==> src/rtl/freq_meter_pkg.sv <==
// Shared types and helpers for the reciprocal frequency meter.
package freq_meter_pkg;

    localparam int CNT_W_DEF = 32;

    typedef enum logic [1:0] {
        IDLE,
        WAIT_EDGE,
        MEASURE,
        DONE
    } state_t;

    // Increment v, holding at the all-ones value of a w-bit counter.
    function automatic logic [63:0] sat_inc(input logic [63:0] v, input int unsigned w);
        logic [63:0] max_v;
        max_v = (w >= 64) ? '1 : ((64'd1 << w) - 64'd1);
        return (v >= max_v) ? v : v + 64'd1;
    endfunction

endpackage

==> src/rtl/freq_sync_edge.sv <==
// Synchroniser for the asynchronous signal under test, followed by a
// registered rising-edge detector (edge_p lags sig_in by SYNC_STAGES+1 cycles).
module freq_sync_edge #(
    parameter int SYNC_STAGES = 2
) (
    input  logic clk,
    input  logic rst,
    input  logic sig_in,
    output logic edge_p
);

    logic [SYNC_STAGES-1:0] sync_q;
    logic                   prev_q;

    always_ff @(posedge clk) begin
        if (rst) begin
            sync_q <= '0;
            prev_q <= 1'b0;
            edge_p <= 1'b0;
        end else begin
            sync_q <= {sync_q[SYNC_STAGES-2:0], sig_in};
            prev_q <= sync_q[SYNC_STAGES-1];
            edge_p <= sync_q[SYNC_STAGES-1] & ~prev_q;
        end
    end

endmodule

==> src/rtl/freq_meter_core.sv <==
// Equal-precision frequency meter: gate opens and closes on signal edges,
// counting reference cycles and signal periods for the fmeasure PIO inputs.
module freq_meter_core
    import freq_meter_pkg::*;
#(
    parameter int CNT_W          = CNT_W_DEF,
    parameter int GATE_CYCLES    = 50000000,
    parameter int TIMEOUT_CYCLES = 100000000,
    parameter int SYNC_STAGES    = 2
) (
    input  logic             clk_clk,
    input  logic             reset_reset,
    input  logic             sig_in,
    input  logic             meas_en,
    output logic [CNT_W-1:0] fmeasure_clk_export,
    output logic [CNT_W-1:0] fmeasure_sqr_export,
    output logic             meas_valid,
    output logic             meas_busy,
    output logic             meas_timeout
);

    localparam int GATE_W = $clog2(GATE_CYCLES + 1);
    localparam int TO_W   = $clog2(TIMEOUT_CYCLES + 1);

    state_t             state_q, state_d;
    logic               edge_p;
    logic [CNT_W-1:0]   ref_cnt, sig_cnt, sig_inc;
    logic [GATE_W-1:0]  gate_cnt;
    logic [TO_W-1:0]    to_cnt;
    logic               to_hit, close_gate;

    freq_sync_edge #(.SYNC_STAGES(SYNC_STAGES)) u_sync_edge (
        .clk    (clk_clk),
        .rst    (reset_reset),
        .sig_in (sig_in),
        .edge_p (edge_p)
    );

    // Separate unsaturated gate counter so the gate still closes when
    // ref_cnt has pinned at its maximum.
    assign close_gate = edge_p && (gate_cnt == GATE_W'(GATE_CYCLES));
    assign to_hit     = !edge_p && (to_cnt == TO_W'(TIMEOUT_CYCLES - 1));
    assign sig_inc    = CNT_W'(sat_inc(64'(sig_cnt), CNT_W));
    assign meas_busy  = (state_q == WAIT_EDGE) || (state_q == MEASURE);

    always_comb begin
        state_d = state_q;
        case (state_q)
            IDLE:      if (meas_en) state_d = WAIT_EDGE;
            WAIT_EDGE: begin
                if (edge_p)      state_d = MEASURE;
                else if (to_hit) state_d = DONE;
            end
            MEASURE:   if (close_gate || to_hit) state_d = DONE;
            default:   state_d = IDLE;
        endcase
    end

    always_ff @(posedge clk_clk) begin
        if (reset_reset) begin
            state_q             <= IDLE;
            ref_cnt             <= '0;
            sig_cnt             <= '0;
            gate_cnt            <= '0;
            to_cnt              <= '0;
            fmeasure_clk_export <= '0;
            fmeasure_sqr_export <= '0;
            meas_valid          <= 1'b0;
            meas_timeout        <= 1'b0;
        end else begin
            state_q <= state_d;
            case (state_q)
                IDLE: to_cnt <= '0;
                WAIT_EDGE: begin
                    // The opening-edge cycle counts as 0, so the next cycle holds 1.
                    if (edge_p) begin
                        ref_cnt  <= CNT_W'(1);
                        gate_cnt <= GATE_W'(1);
                        sig_cnt  <= '0;
                        to_cnt   <= TO_W'(1);
                    end else begin
                        to_cnt <= to_cnt + TO_W'(1);
                    end
                end
                MEASURE: begin
                    ref_cnt <= CNT_W'(sat_inc(64'(ref_cnt), CNT_W));
                    if (gate_cnt != GATE_W'(GATE_CYCLES))
                        gate_cnt <= gate_cnt + GATE_W'(1);
                    if (edge_p) begin
                        sig_cnt <= sig_inc;
                        to_cnt  <= TO_W'(1);
                    end else begin
                        to_cnt <= to_cnt + TO_W'(1);
                    end
                end
                default: ;
            endcase

            // Results are registered on entry to DONE so they line up with meas_valid.
            meas_valid <= (state_d == DONE);
            if (state_d == DONE) begin
                fmeasure_clk_export <= to_hit ? '0 : ref_cnt;
                fmeasure_sqr_export <= to_hit ? '0 : sig_inc;
                meas_timeout        <= to_hit;
            end
        end
    end

endmodule

==> config.mk <==
export PLATFORM = sky130hd
export DESIGN_NAME = freq_meter_core
export DESIGN_NICKNAME = d
export VERILOG_FILES = /design/src/rtl/freq_meter_pkg.sv /design/src/rtl/freq_sync_edge.sv /design/src/rtl/freq_meter_core.sv
export SDC_FILE = /design/constraint.sdc
export NUM_CORES = 1
export LEC_CHECK = 0
export ABC_AREA = 1
export CAP_MARGIN = 20
export CORE_MARGIN = 3
export CORE_UTILIZATION = 40
export DETAILED_ROUTE_END_ITERATION = 12
export DONT_BUFFER_PORTS = 1
export GPL_ROUTABILITY_DRIVEN = 0
export SYNTH_ARGS = -nofsm -noshare
export SYNTH_HDL_FRONTEND = slang
export SYNTH_HIERARCHICAL = 1
export SYNTH_SLANG_ARGS = --single-unit
==> constraint.sdc <==
create_clock -name clk_clk -period 2.39 [get_ports clk_clk]
set_input_delay 0 -clock clk_clk [delete_from_list [all_inputs] [get_ports clk_clk]]
set_output_delay 0 -clock clk_clk [all_outputs]
set_load 0.01 [all_outputs]
* Word-level counts from Yosys, hierarchy flattened
Cells that the tools add are included.
Storage, ports and cells: memory bits (read-only) 0, input bits 4, memories 0, register bits 189, word-level logic and storage cells 61, latch bits 0, output and inout bits 67, RAM bits 0
Cells by class: div/mod/pow operators 0, shift operators 0, $add $sub $neg 4, multiplexer cells 19, $lt $le $gt $ge 2, multipliers 0, bitwise gates (word level) 2, reduce and logical (&&, ||, !) cells 12, eq/ne operators 10
Operators with widths (number):
- 2-to-1 mux 32 bit | 7
- case mux 32 bit (2 select lines) | 2
- adder 32 x 1 -> 32 bit, second input constant | 2
- greater-or-equal comparator 32 bit, second input constant | 2
- case mux 27 bit (2 select lines) | 1
- 2-to-1 mux 26 bit | 2
- case mux 26 bit (2 select lines) | 1
- adder 27 x 1 -> 27 bit, second input constant | 1
- equality test 27 bit, second input constant | 1
- 2-to-1 mux 27 bit | 1
- adder 26 x 1 -> 26 bit, second input constant | 1
- equality test 26 bit, second input constant | 1
- inequality test 26 bit, second input constant | 1
- AND reduction 3 bit | 3
- 2-to-1 mux 2 bit | 4
- inequality test 2 x 1 -> 1 bit, second input constant | 3
- case mux 2 bit (3 select lines) | 1
- equality test 2 bit, second input constant | 2
- nonzero test 2 bit | 2
- equality test 2 x 1 -> 1 bit, second input constant | 1
- logical AND 1 bit | 2
- logical NOT 2 bit | 1
- logical OR 1 bit | 2
- inequality test 2 bit, second input constant | 1
- other kinds (4) | 4

* Logic depth before layout (Yosys ltp)
Gate-level depths: netlist of run 1.
depth after elaboration 6, gate-level depth with buffers 15, gate-level depth less buffers 14

* Cells and area by module
Netlist of run 1, hierarchy kept.
Modules (own cells, without submodules):
- freq_meter_core | instances 1, sequential area each 3703.6 µm², area an instance 10380.0 µm², cells each 1644
- freq_sync_edge | instances 1, sequential area each 80.1 µm², area an instance 115.1 µm², cells each 12

* Worst setup path before layout of run 1
OpenSTA, ideal clock, no wires.
path kind register to register, from register state_q[1], to register to_cnt[20], clock period less this slack 1.807 ns, arrival time 1.692 ns, setup time 0.115 ns, setup slack 0.583 ns, path buffers 1, cell stages (with the launch flop) 10, required time 2.275 ns, cells stage by stage dfxtp_1 -> ha_1 -> buf_2 -> nor2_1 -> nand2_1 -> nor2_1 -> nand3_1 -> nor3_1 -> a21oi_1 -> o21a_1
On the way: longest elaborated chain between the ends 3, elaborated cells on any way between the ends 6, those cells by class eq/ne: 2; mux: 1; reduce/logical: 3
Ends and longest elaborated chain:
- from (decl) | line freq_meter_core.sv:25 | state_t state_q, state_d;
- from (signal assigned) | line freq_meter_core.sv:71 | state_q <= state_d;
- equality test 2 x 1 -> 1 bit or equality test 2 bit (tied branches) | line freq_meter_core.sv:72 | case (state_q)
- OR reduction 2 bit (no line)
- case mux 27 bit (2 select lines) or nonzero test 2 bit (tied branches)
- to (signal assigned) | line freq_meter_core.sv:82 | to_cnt <= to_cnt + TO_W'(1);
- to (signal assigned) | line freq_meter_core.sv:93 | to_cnt <= to_cnt + TO_W'(1);
- to (decl) | line freq_meter_core.sv:29 | logic [TO_W-1:0] to_cnt;
Several ways; a longest one is shown, not always the timed one. A chain may end at the register's enable or synchronous reset.

* Worst setup path in the final report of run 1
from register state_q[0], to register ref_cnt[17]
On the way: longest elaborated chain between the ends 3, elaborated cells on any way between the ends 7, those cells by class eq/ne: 4; mux: 1; reduce/logical: 2
Ends and longest elaborated chain:
- equality test 2 bit or equality test 2 x 1 -> 1 bit (tied branches) | line freq_meter_core.sv:72
- inequality test 2 bit (no line) (tied with other cells)
- AND reduction 3 bit (no line)
- to (signal assigned) | line freq_meter_core.sv:86 | ref_cnt <= CNT_W'(sat_inc(64'(ref_cnt), CNT_W));
- to (decl) | line freq_meter_core.sv:27 | logic [CNT_W-1:0] ref_cnt, sig_cnt, sig_inc;
Several ways; a longest one is shown, not always the timed one.

==> results of run 1 <==
[flip-flops by register name, indices dropped and copies added (netlist names)]
name	flops
fmeasure_clk_export	32
fmeasure_sqr_export	32
gate_cnt	26
meas_timeout	1
meas_valid	1
ref_cnt	32
sig_cnt	32
state_q	2
to_cnt	27
u_sync_edge/edge_p	1
u_sync_edge/prev_q	1
u_sync_edge/sync_q	2
[worst max-delay path, stage by stage (launching register included)]
cell,delay (ns)
dfxtp_1,0.34
inv_1,0.14
ha_1,0.25
buf_12,0.21
o21a_1,0.20
buf_4,0.17
nand2_2,0.07
inv_2,0.33
nand3_1,0.18
nand2_1,0.09
nand2_1,0.05
nor2_1,0.08
[layout make-up]
class	count	area [um2]
Sequential cell	189	3784
Fill cell	2681	13970
Clock buffer	19	442.9
Tap cell	330	412.9
Inverter	194	737.0
Multi-Input combinational cell	1201	5597
Clock inverter	13	173.9
Timing Repair Buffer	41	355.3
[synthesized netlist by cell type, types with 14 or more instances]
library cell	n
a21oi_1	158
a21oi_2	14
buf_2	18
clkbuf_1	32
dfxtp_1	189
inv_1	185
nand2_1	521
nand3_1	109
nand4_1	76
nor2_1	171
nor3_1	35
o21ai_0	25
[metal layers]
layer	share of wire [%]	vias to the layer above	GRT usage, %
li1	-	5297	-
met4	1.9	0	5.407
met3	5.7	32	4.649
met2	44	234	32.54
met1	49	4708	27.84
met5	0	-	0
[where the power goes]
part           leakage, nW  total [mW]  internal (mW)  switching (mW)
registers             1.52        3.18           3.16          0.0180
logic                 2.66       0.446          0.110           0.336
clock network        0.300        2.99           1.62            1.37
[cells by family (layout without fill, tap and decap cells)]
group           Yosys count  in the layout  synth area share (%)
simple gates            952            952                 39.16
buf+inv                 266            267                 10.71
compound gates          223            223                 11.55
flops                   189            189                 36.05
xor+xnor                 16             16                 1.335
fa+ha+maj                10             10                 1.192
[worst max path at each step]
stage	startpoint	end	depth (start not counted)
after floorplan	state_q[1]$_SDFF_PP0_	to_cnt[20]$_SDFFE_PP0P_	9
after global placement	state_q[0]$_SDFF_PP0_	ref_cnt[5]$_SDFFE_PP0P_	10
after detailed placement	state_q[0]$_SDFF_PP0_	ref_cnt[5]$_SDFFE_PP0P_	10
after CTS	state_q[0]$_SDFF_PP0_	ref_cnt[5]$_SDFFE_PP0P_	10
after global routing	to_cnt[0]$_SDFFE_PP0P_	to_cnt[22]$_SDFFE_PP0P_	9
final	state_q[0]$_SDFF_PP0_	ref_cnt[17]$_SDFFE_PP0P_	11
[through the flow]
| step | setup WS (ns) | power [mW] |
|---|---|---|
| after floorplan | 0.5835 | 3.587 |
| after global placement | 0.1477 | 3.653 |
| after detailed placement | 0.08551 | 3.658 |
| after CTS | 0.05488 | 6.682 |
| after global routing | 0.01874 | 6.861 |
| final | 0.2337 | 6.619 |
[repair_timing]
action | 4_1_cts | 5_1_grt
gates resized for setup | 0 | 4
setup buffers | 0 | 0
hold buffers | 2 | 0
endpoints found under the setup margin | 0 | 44
hold endpoints to repair | 146 | 0
==> flow_metrics.py, run 1 <==
metrics = {
    "detailed_routing": {
        "vias": 10271,
        "via_per_inst": 5.169,
        "wire_per_inst_um": 14.50,
        "drtPass1Iterations": 5,
        "drc": 0,
        "wirelength_mm": 28.81,
        "first_iter_violations": 740,
        "antenna_left": 0,
    },
    "global_route": {
        "grt_max_degree": 131,
        "grt_overflow": 0,
        "antenna_found_initial": 0,
        "grt_pass1_wl_mm": 48.30,
        "grtUsageTotal_pct": 20.37,
        "grt_pass1_vias": 9722,
    },
    "synth": {
        "ys_async_sr_fraction_pct": 0,
        "yosys.area.top_type": "dfxtp_1",
        "ys_warn_count": 6,
        "synth_nets": 1670,
        "netlist_area_um2": 10500,
        "synth-seq-area-share_pct": 36.05,
        "synth-main-ff-cell": "dfxtp_1",
        "synth_edf_count": 0,
        "synth.avg_cell_area_um2": 6.338,
        "netlist_instances": 1656,
        "synth.distinct_cells": 39,
        "netlist.area_leader.share_pct": 36.05,
        "ys_ff_latch": 189,
        "synth.area.top_cells": "dfxtp_1, nand2_1, a21oi_1",
    },
    "sta": {
        "tightest_slew_ns": 0.5869,
        "min_period_ns": 2.156,
        "maxSlewViolCount": 0,
        "finalClockSkew_ns": 0.01239,
        "rsz0062_at_grt": "no",
        "whs_ns": -0.007074,
        "period_share_pct": 90.22,
        "relSlewSlack_pct": 60.87,
        "fmax_ghz": 0.4638,
        "setup_tns_ns": 0,
        "final_hold_viol_count": 1,
        "finalSetupViolations": 0,
    },
    "power": {
        "ir_drop_uv": 478.9,
        "p_leak_nw": 4.478,
        "powerDensity_nw_per_um2": 575.4,
    },
    "setup_path": {
        "r2r_setup_slack_ns": 0.23,
        "crit_path_end_kind": "register",
        "reg2regPathDepth": 11,
        "critPathRequiredTime_ns": 2.78,
        "reg2reg_to": "ref_cnt[17]$_SDFFE_PP0P_",
        "cp_max_fo": 29,
        "r2r_start": "state_q[0]$_SDFF_PP0_",
        "startpoint_type": "register",
        "critPathArrivalTime_ns": 2.54,
        "critical_path_class": "reg2reg",
    },
    "worst_hold_path": {
        "hold_depth": 2,
        "hold_class": "in2reg",
        "min_from": "reset_reset",
        "min_to": "fmeasure_sqr_export[12]$_SDFFE_PP0N_",
    },
    "cells_and_area": {
        "num_antenna_cells": 0,
        "syn2layout_area_growth_pct": 9.597,
        "drive_gt1_share_pct": 7.664,
        "layout.cells.non_filler": 1987,
        "stdcell_area_um2": 11500,
        "final_cell_mix": "nand2_1, dfxtp_1, inv_1",
        "finish.net_count": 1658,
        "final_common_cell": "nand2_1",
        "utilization_pct": 45.16,
    },
    "clock_network": {
        "clock-root-buffer": "clkbuf_16",
        "cts_sinks": 189,
        "cts.htree.levels": 4,
        "clk_pin_slew_ns": 0.08,
        "cts_buffer_depth": 2,
        "clock_latency_ns": 0.44,
        "cts_tree": "done",
        "cts_buffers": 17,
    },
    "run_status": {
        "status": "complete, but fails checks",
        "failed_checks": "hold timing",
    },
    "placement": {
        "dp_hpwl_mm": 20.60,
        "portBuffers": 0,
        "placed_cell_area_um2": 10840,
        "dpl.cell_count": 1953,
    },
    "floorplanning": {
        "core_area_um2": 25470,
        "dieArea_um2": 28220,
        "io_pins": 71,
        "start_util_pct": 41.20,
        "die_h_um": 168.0,
        "die_w_um": 168.0,
        "rows": 58,
    },
    "job": {
        "maxCapViolCount": 0,
    },
}
No activity file was read; power rests on OpenSTA's default activity.
==> inputs of run 2 (changes only) <==
ABC_AREA = unset   (was 1)
CORE_UTILIZATION = 43   (was 40)
==> run 2 against run 1 <==
  * Highest routed layer unchanged
  * Register-to-register slack lost 0.16 ns
  * The run now ends clean
  * Synthesized cell count is 32% lower
  * Die area fell by 17%
==> flow_metrics.py, run 2 <==
metrics = {
    "sta": {
        "tightest_slew_ns": 0.5624,
        "min_period_ns": 2.315,
        "period_share_pct": 96.84,
        "finalSetupViolations": 0,
        "rsz0062_at_grt": "yes",
        "maxSlewViolCount": 0,
        "fmax_ghz": 0.4321,
        "final_hold_viol_count": 0,
        "finalClockSkew_ns": 0.01569,
        "relSlewSlack_pct": 62.16,
    },
    "synth": {
        "yosysMostFrequentCell": "dfxtp_1",
        "ys_ff_latch": 189,
        "synth.avg_cell_area_um2": 8.331,
        "ys_async_sr_fraction_pct": 0,
        "synth-main-ff-cell": "dfxtp_1",
        "synth.area.top_cells": "dfxtp_1, xnor2_1, nor2_1",
        "netlist_area_um2": 9314,
        "synth_edf_count": 0,
        "netlist.area_leader.share_pct": 40.62,
        "synth_common_cells": "dfxtp_1, nor2_1, o21ai_0",
        "synth.distinct_cells": 63,
        "yosys.area.top_type": "dfxtp_1",
        "synth_nets": 1132,
        "netlist_instances": 1118,
        "synth-seq-area-share_pct": 40.62,
        "ys_warn_count": 6,
    },
    "setup_path": {
        "critPathArrivalTime_ns": 2.70,
        "r2r_setup_slack_ns": 0.08,
        "critical_path_class": "reg2reg",
        "crit_path_end_kind": "register",
        "r2r_start": "to_cnt[18]$_SDFFE_PP0P_",
        "reg2reg_to": "fmeasure_sqr_export[19]$_SDFFE_PP0N_",
        "cp_max_fo": 5,
        "startpoint_type": "register",
        "reg2regPathDepth": 8,
        "critPathRequiredTime_ns": 2.78,
    },
    "floorplanning": {
        "dieArea_um2": 23460,
        "start_util_pct": 44.03,
        "die_h_um": 153.2,
        "core_area_um2": 21150,
        "die_w_um": 153.2,
        "io_pins": 71,
        "rows": 53,
    },
    "cells_and_area": {
        "final_common_cell": "dfxtp_1",
        "stdcell_area_um2": 10990,
        "num_antenna_cells": 0,
        "final_cell_mix": "dfxtp_1, nor2_1, buf_4",
        "drive_gt1_share_pct": 15.65,
        "syn2layout_area_growth_pct": 18.03,
        "finish.net_count": 1177,
        "utilization_pct": 51.97,
    },
    "worst_hold_path": {
        "min_to": "ref_cnt[20]$_SDFFE_PP0P_",
        "min_from": "reset_reset",
        "hold_depth": 3,
        "hold_class": "in2reg",
    },
    "detailed_routing": {
        "vias": 8178,
        "drc": 0,
        "antenna_left": 0,
        "wire_per_inst_um": 16.88,
        "drtPass1Iterations": 6,
        "via_per_inst": 5.636,
        "first_iter_violations": 419,
        "wirelength_mm": 24.49,
    },
    "placement": {
        "dp_hpwl_mm": 15.71,
        "placed_cell_area_um2": 10060,
        "portBuffers": 0,
    },
    "clock_network": {
        "cts_sinks": 189,
        "clk_pin_slew_ns": 0.08,
        "cts.htree.levels": 4,
        "cts_buffers": 17,
        "cts_tree": "done",
        "cts_buffer_depth": 2,
        "clock_latency_ns": 0.44,
        "clock-root-buffer": "clkbuf_16",
    },
    "power": {
        "p_int_mw": 4.794,
        "powerDensity_nw_per_um2": 591.5,
        "ir_drop_uv": 404.4,
        "p_comb_share_pct": 6.1,
        "p_leak_nw": 3.632,
        "power_frac_seq_pct": 48.6,
        "switching_share_pct": 26.27,
        "total_power_mw": 6.502,
        "clkPwrFrac_pct": 45.3,
        "p_sw_mw": 1.708,
    },
    "global_route": {
        "grt_pass1_wl_mm": 38.94,
        "grt_pass1_vias": 7634,
        "use_met2_pct": 32.17,
        "antenna_found_initial": 0,
        "grt_overflow": 0,
        "use_met1_pct": 26.19,
        "grt_max_degree": 125,
        "met3_usage_pct": 4.077,
        "grtUsageTotal_pct": 19.79,
        "busiest_layer": "met2",
    },
    "run_status": {
        "status": "complete, no violations",
    },
    "job": {
        "maxCapViolCount": 0,
    },
}
## run 2: cell types whose count changed after synthesis, sizes merged, moves of 28 or more
cell	previous run	this run
a21oi	172	54
buf	40	10
clkbuf	32	62
inv	192	51
nand2	532	64
nand3	111	37
nand4	76	30
nor2	182	109
nor2b	0	40
nor4	2	30
o21ai	31	81
o41ai	0	33
xnor2	6	60
## run 2: worst max path at each step
stage	startpoint	end	slack [ns]
floorplan	to_cnt[10]$_SDFFE_PP0P_	fmeasure_sqr_export[27]$_SDFFE_PP0N_	0.02
global placement	to_cnt[10]$_SDFFE_PP0P_	fmeasure_sqr_export[30]$_SDFFE_PP0N_	0.01
detailed placement	to_cnt[10]$_SDFFE_PP0P_	fmeasure_sqr_export[2]$_SDFFE_PP0N_	-0.03
CTS	to_cnt[10]$_SDFFE_PP0P_	fmeasure_sqr_export[13]$_SDFFE_PP0N_	-0.009
global route	state_q[1]$_SDFF_PP0_	fmeasure_sqr_export[7]$_SDFFE_PP0N_	-0.03
finish	to_cnt[18]$_SDFFE_PP0P_	fmeasure_sqr_export[19]$_SDFFE_PP0N_	0.08
## run 2: kinds of logic (layout without fill, tap and decap cells)
group,Yosys count,in the layout,share of synthesized area (%)
compound gates,240,240,17.42
xor+xnor,86,86,8.087
fa+ha+maj,10,10,1.343
buf+inv,124,179,5.239
flops,189,189,40.62
mux,7,7,0.7926
simple gates,462,465,26.49
## run 2: power by group through the flow
stage	registers (mW)	logic [mW]	clock network [mW]
2_1_floorplan	3.24	0.215	0
3_3_place_gp	3.24	0.310	0
3_5_place_dp	3.24	0.314	0
4_1_cts	3.16	0.358	3.02
5_1_grt	3.16	0.424	3.13
6_report	3.16	0.396	2.94
## run 2: routing by layer
metal  routed length, um  part of all wire, %
met1               11150                   46
met2               11440                   47
met3                1150                  4.7
met4                 748                  3.1
met5                   0                    0
## run 2: through the flow
stage	cells	setup WS [ns]	hold WS (ns)	setup TNS (ns)
after floorplan	1118	0.01796	0.07074	0
after global placement	1404	0.01233	0.07954	0
after detailed placement	1404	-0.03343	0.08245	-0.3978
after CTS	1440	-0.008531	0.01688	-0.02711
after global routing	1451	-0.02800	0.03646	-0.08597
final	1451	0.07550	0.02893	0
## run 2: worst max-delay path, stage by stage (launching register included)
cell	delay, ns
dfxtp_2	0.33
buf_6	0.10
or4bb_1	0.42
nor4_1	0.21
and4_2	0.31
a21oi_4	0.09
buf_12	0.16
or4_4	0.49
o2bb2ai_2	0.15
## run 2: what timing repair did
item	in CTS	in global routing
setup buffers	0	9
cloned	0	3
hold buffers	4	0
endpoints found under the hold margin	108	0
pin swaps	2	11
endpoints found under the setup margin	18	72
resized for setup	2	37
## run 2: layout make-up
cell class / instances / area (um2)
inverter: 52 / 195.2
sequential: 189 / 3787
multi-input combinational: 808 / 5238
timing repair buffer: 95 / 808.3
fill: 2036 / 10160
clock inverter: 15 / 195.2
clock buffer: 17 / 425.4
tap: 275 / 344.1
==> inputs of run 3 (changes only) <==
CORE_ASPECT_RATIO = 1.75   (was unset)
==> run 3 against run 2 <==
  * Non-clock buffer count grew 7
  * Critical path depth shrank 2
  * Maximum frequency shrank 2.9%
  * Critical path type unchanged
==> flow_metrics.py, run 3 (same netlist as run 2, synthesis figures left out) <==
metrics = {
    "run_status": {
        "status": "complete, no violations",
    },
    "sta": {
        "rsz0062_at_grt": "yes",
        "relSlewSlack_pct": 57.15,
        "whs_ns": 0.02719,
        "tightest_slew_ns": 0.6379,
        "fmax_ghz": 0.4197,
        "final.setup.worst_slack_ns": 0.007482,
        "finalClockSkew_ns": 0.01429,
        "setup_tns_ns": 0,
        "min_period_ns": 2.383,
        "finalSetupViolations": 0,
        "period_share_pct": 99.69,
        "maxSlewViolCount": 0,
        "final_hold_viol_count": 0,
    },
    "setup_path": {
        "startpoint_type": "register",
        "crit_path_cell_trace": "or4b_4, nor4_4, and4_4, a21oi_4, or4_4, o2bb2ai_2",
        "reg2regPathDepth": 6,
        "crit_path_top_delay_cell": "or4_4",
        "critical_path_class": "reg2reg",
        "reg2reg_to": "fmeasure_sqr_export[25]$_SDFFE_PP0N_",
        "critPathArrivalTime_ns": 2.76,
        "cp_max_fo": 6,
        "r2r_start": "to_cnt[19]$_SDFFE_PP0P_",
        "r2r_setup_slack_ns": 0.007,
        "worst-path-buf-inv": 0,
        "critPathMaxStageDelay_ns": 0.64,
        "cp-endpoint": "fmeasure_sqr_export[25]$_SDFFE_PP0N_",
        "critPathRequiredTime_ns": 2.77,
        "crit_start": "to_cnt[19]$_SDFFE_PP0P_",
        "crit_path_end_kind": "register",
        "critical_path_depth": 6,
        "crit_family": "simple AND/OR/NAND/NOR gates",
    },
    "clock_network": {
        "clk_pin_slew_ns": 0.07,
        "cts.htree.levels": 4,
        "cts_tree": "done",
        "cts_buffers": 17,
        "clock_latency_ns": 0.45,
        "clock-root-buffer": "clkbuf_16",
        "cts_buffer_depth": 2,
        "cts_sinks": 189,
    },
    "power": {
        "p_comb_share_pct": 6.4,
        "power_frac_seq_pct": 48.9,
        "p_leak_nw": 3.788,
        "ir_drop_uv": 376.7,
        "p_int_mw": 4.885,
        "p_sw_mw": 1.596,
        "powerDensity_nw_per_um2": 577.3,
        "clkPwrFrac_pct": 44.7,
        "switching_share_pct": 24.62,
    },
    "floorplanning": {
        "rows": 70,
        "die_w_um": 117.3,
        "die_h_um": 200.7,
        "dieArea_um2": 23530,
        "core_area_um2": 21110,
        "start_util_pct": 44.13,
        "io_pins": 71,
    },
    "cells_and_area": {
        "final_cell_mix": "dfxtp_1, nor2_1, buf_4",
        "multiInputGateArea_um2": 5401,
        "fill_cells": 1900,
        "layout.cells.non_filler": 1471,
        "finish.net_count": 1184,
        "syn2layout_area_growth_pct": 20.53,
        "final-seq-area_um2": 3789,
        "drive_gt1_share_pct": 17.84,
        "final_common_cell": "dfxtp_1",
        "num_antenna_cells": 0,
    },
    "detailed_routing": {
        "wire_per_inst_um": 17.90,
        "via_per_inst": 5.663,
        "first_iter_violations": 472,
        "wirelength_mm": 26.33,
        "vias": 8331,
        "drc": 0,
        "antenna_left": 0,
        "drtPass1Iterations": 5,
    },
    "placement": {
        "pre_cts_slack_ns": -0.1172,
        "portBuffers": 0,
        "dpl.cell_count": 1425,
        "dp_hpwl_mm": 17.83,
    },
    "global_route": {
        "grt_pass1_vias": 8028,
        "grt_max_degree": 125,
        "grtUsageTotal_pct": 21.70,
        "antenna_found_initial": 0,
        "grt_pass1_wl_mm": 40.66,
        "grt_overflow": 0,
    },
    "worst_hold_path": {
        "hold_class": "in2reg",
        "min_from": "reset_reset",
    },
    "job": {
        "maxCapViolCount": 0,
    },
}
## run 3: cell count changes in the layout (fill, tap and decap cells not counted), sizes merged
| cell | delta |
|---|---|
| buf | +6 |
| clkbuf | +2 |
| clkinv | -2 |
| bufinv | +1 |
## run 3: area by class of cell
class | count | share of cell area, %
clock inverter | 14 | 1.427
tap | 288 | 3.210
timing repair buffer | 102 | 7.847
sequential | 189 | 33.75
inverter | 52 | 1.739
clock buffer | 18 | 3.912
multi-input combinational | 808 | 48.12
## run 3: worst min path at each step
stage                     depth (start not counted)                                   end  slack (ns)
final                                             3              ref_cnt[10]$_SDFFE_PP0P_        0.03
after global routing                              3              ref_cnt[14]$_SDFFE_PP0P_        0.04
after CTS                                         3  fmeasure_sqr_export[23]$_SDFFE_PP0N_       0.007
after detailed placement                          1               sig_cnt[3]$_SDFFE_PP0P_        0.09
after global placement                            1              sig_cnt[14]$_SDFFE_PP0P_        0.08
after floorplan                                   1         u_sync_edge/edge_p$_SDFF_PP0_        0.07
## run 3: worst register-to-register path: cells and delay by family (launching register included)
family / cells / cell delay [ns]
AOI/OAI and AO/OA: 2 / 0.26
DFF: 1 / 0.31
and+or+nand+nor: 4 / 1.75
## run 3: power groups by stage
stage / Clock (mW) / Combinational [mW] / Sequential, mW
after floorplan: 0 / 0.215 / 3.24
after global routing: 3.08 / 0.452 / 3.17
after CTS: 2.97 / 0.368 / 3.17
final: 2.90 / 0.416 / 3.17
after detailed placement: 0 / 0.324 / 3.24
after global placement: 0 / 0.320 / 3.24
## run 3: timing repair
item | 4_1_cts | 5_1_grt
buffers inserted | 0 | 6
gates cloned | 0 | 4
hold buffers | 3 | 1
gates resized for setup | 6 | 70
setup endpoints to repair | 34 | 97
pin swaps | 6 | 8
hold endpoints to repair | 108 | 13
## run 3: through the flow
step                util (%)  power, mW  area (um2)
global route           53.18      6.698       11230
finish                 53.18      6.480       11230
CTS                    51.11      6.505       10790
floorplan                  -      3.453        9328
detailed placement     47.97      3.564       10130
global placement       47.97      3.559       10130
## run 3: layer usage
metal / wire, um / global-route usage (%) / vias up
met1: 9967 / 23.22 / 3970
met5: 0 / 0 / -
met3: 982 / 4.042 / 56
met4: 1015 / 9.676 / 0
li1: - / - / 4120
met2: 14370 / 39.82 / 185
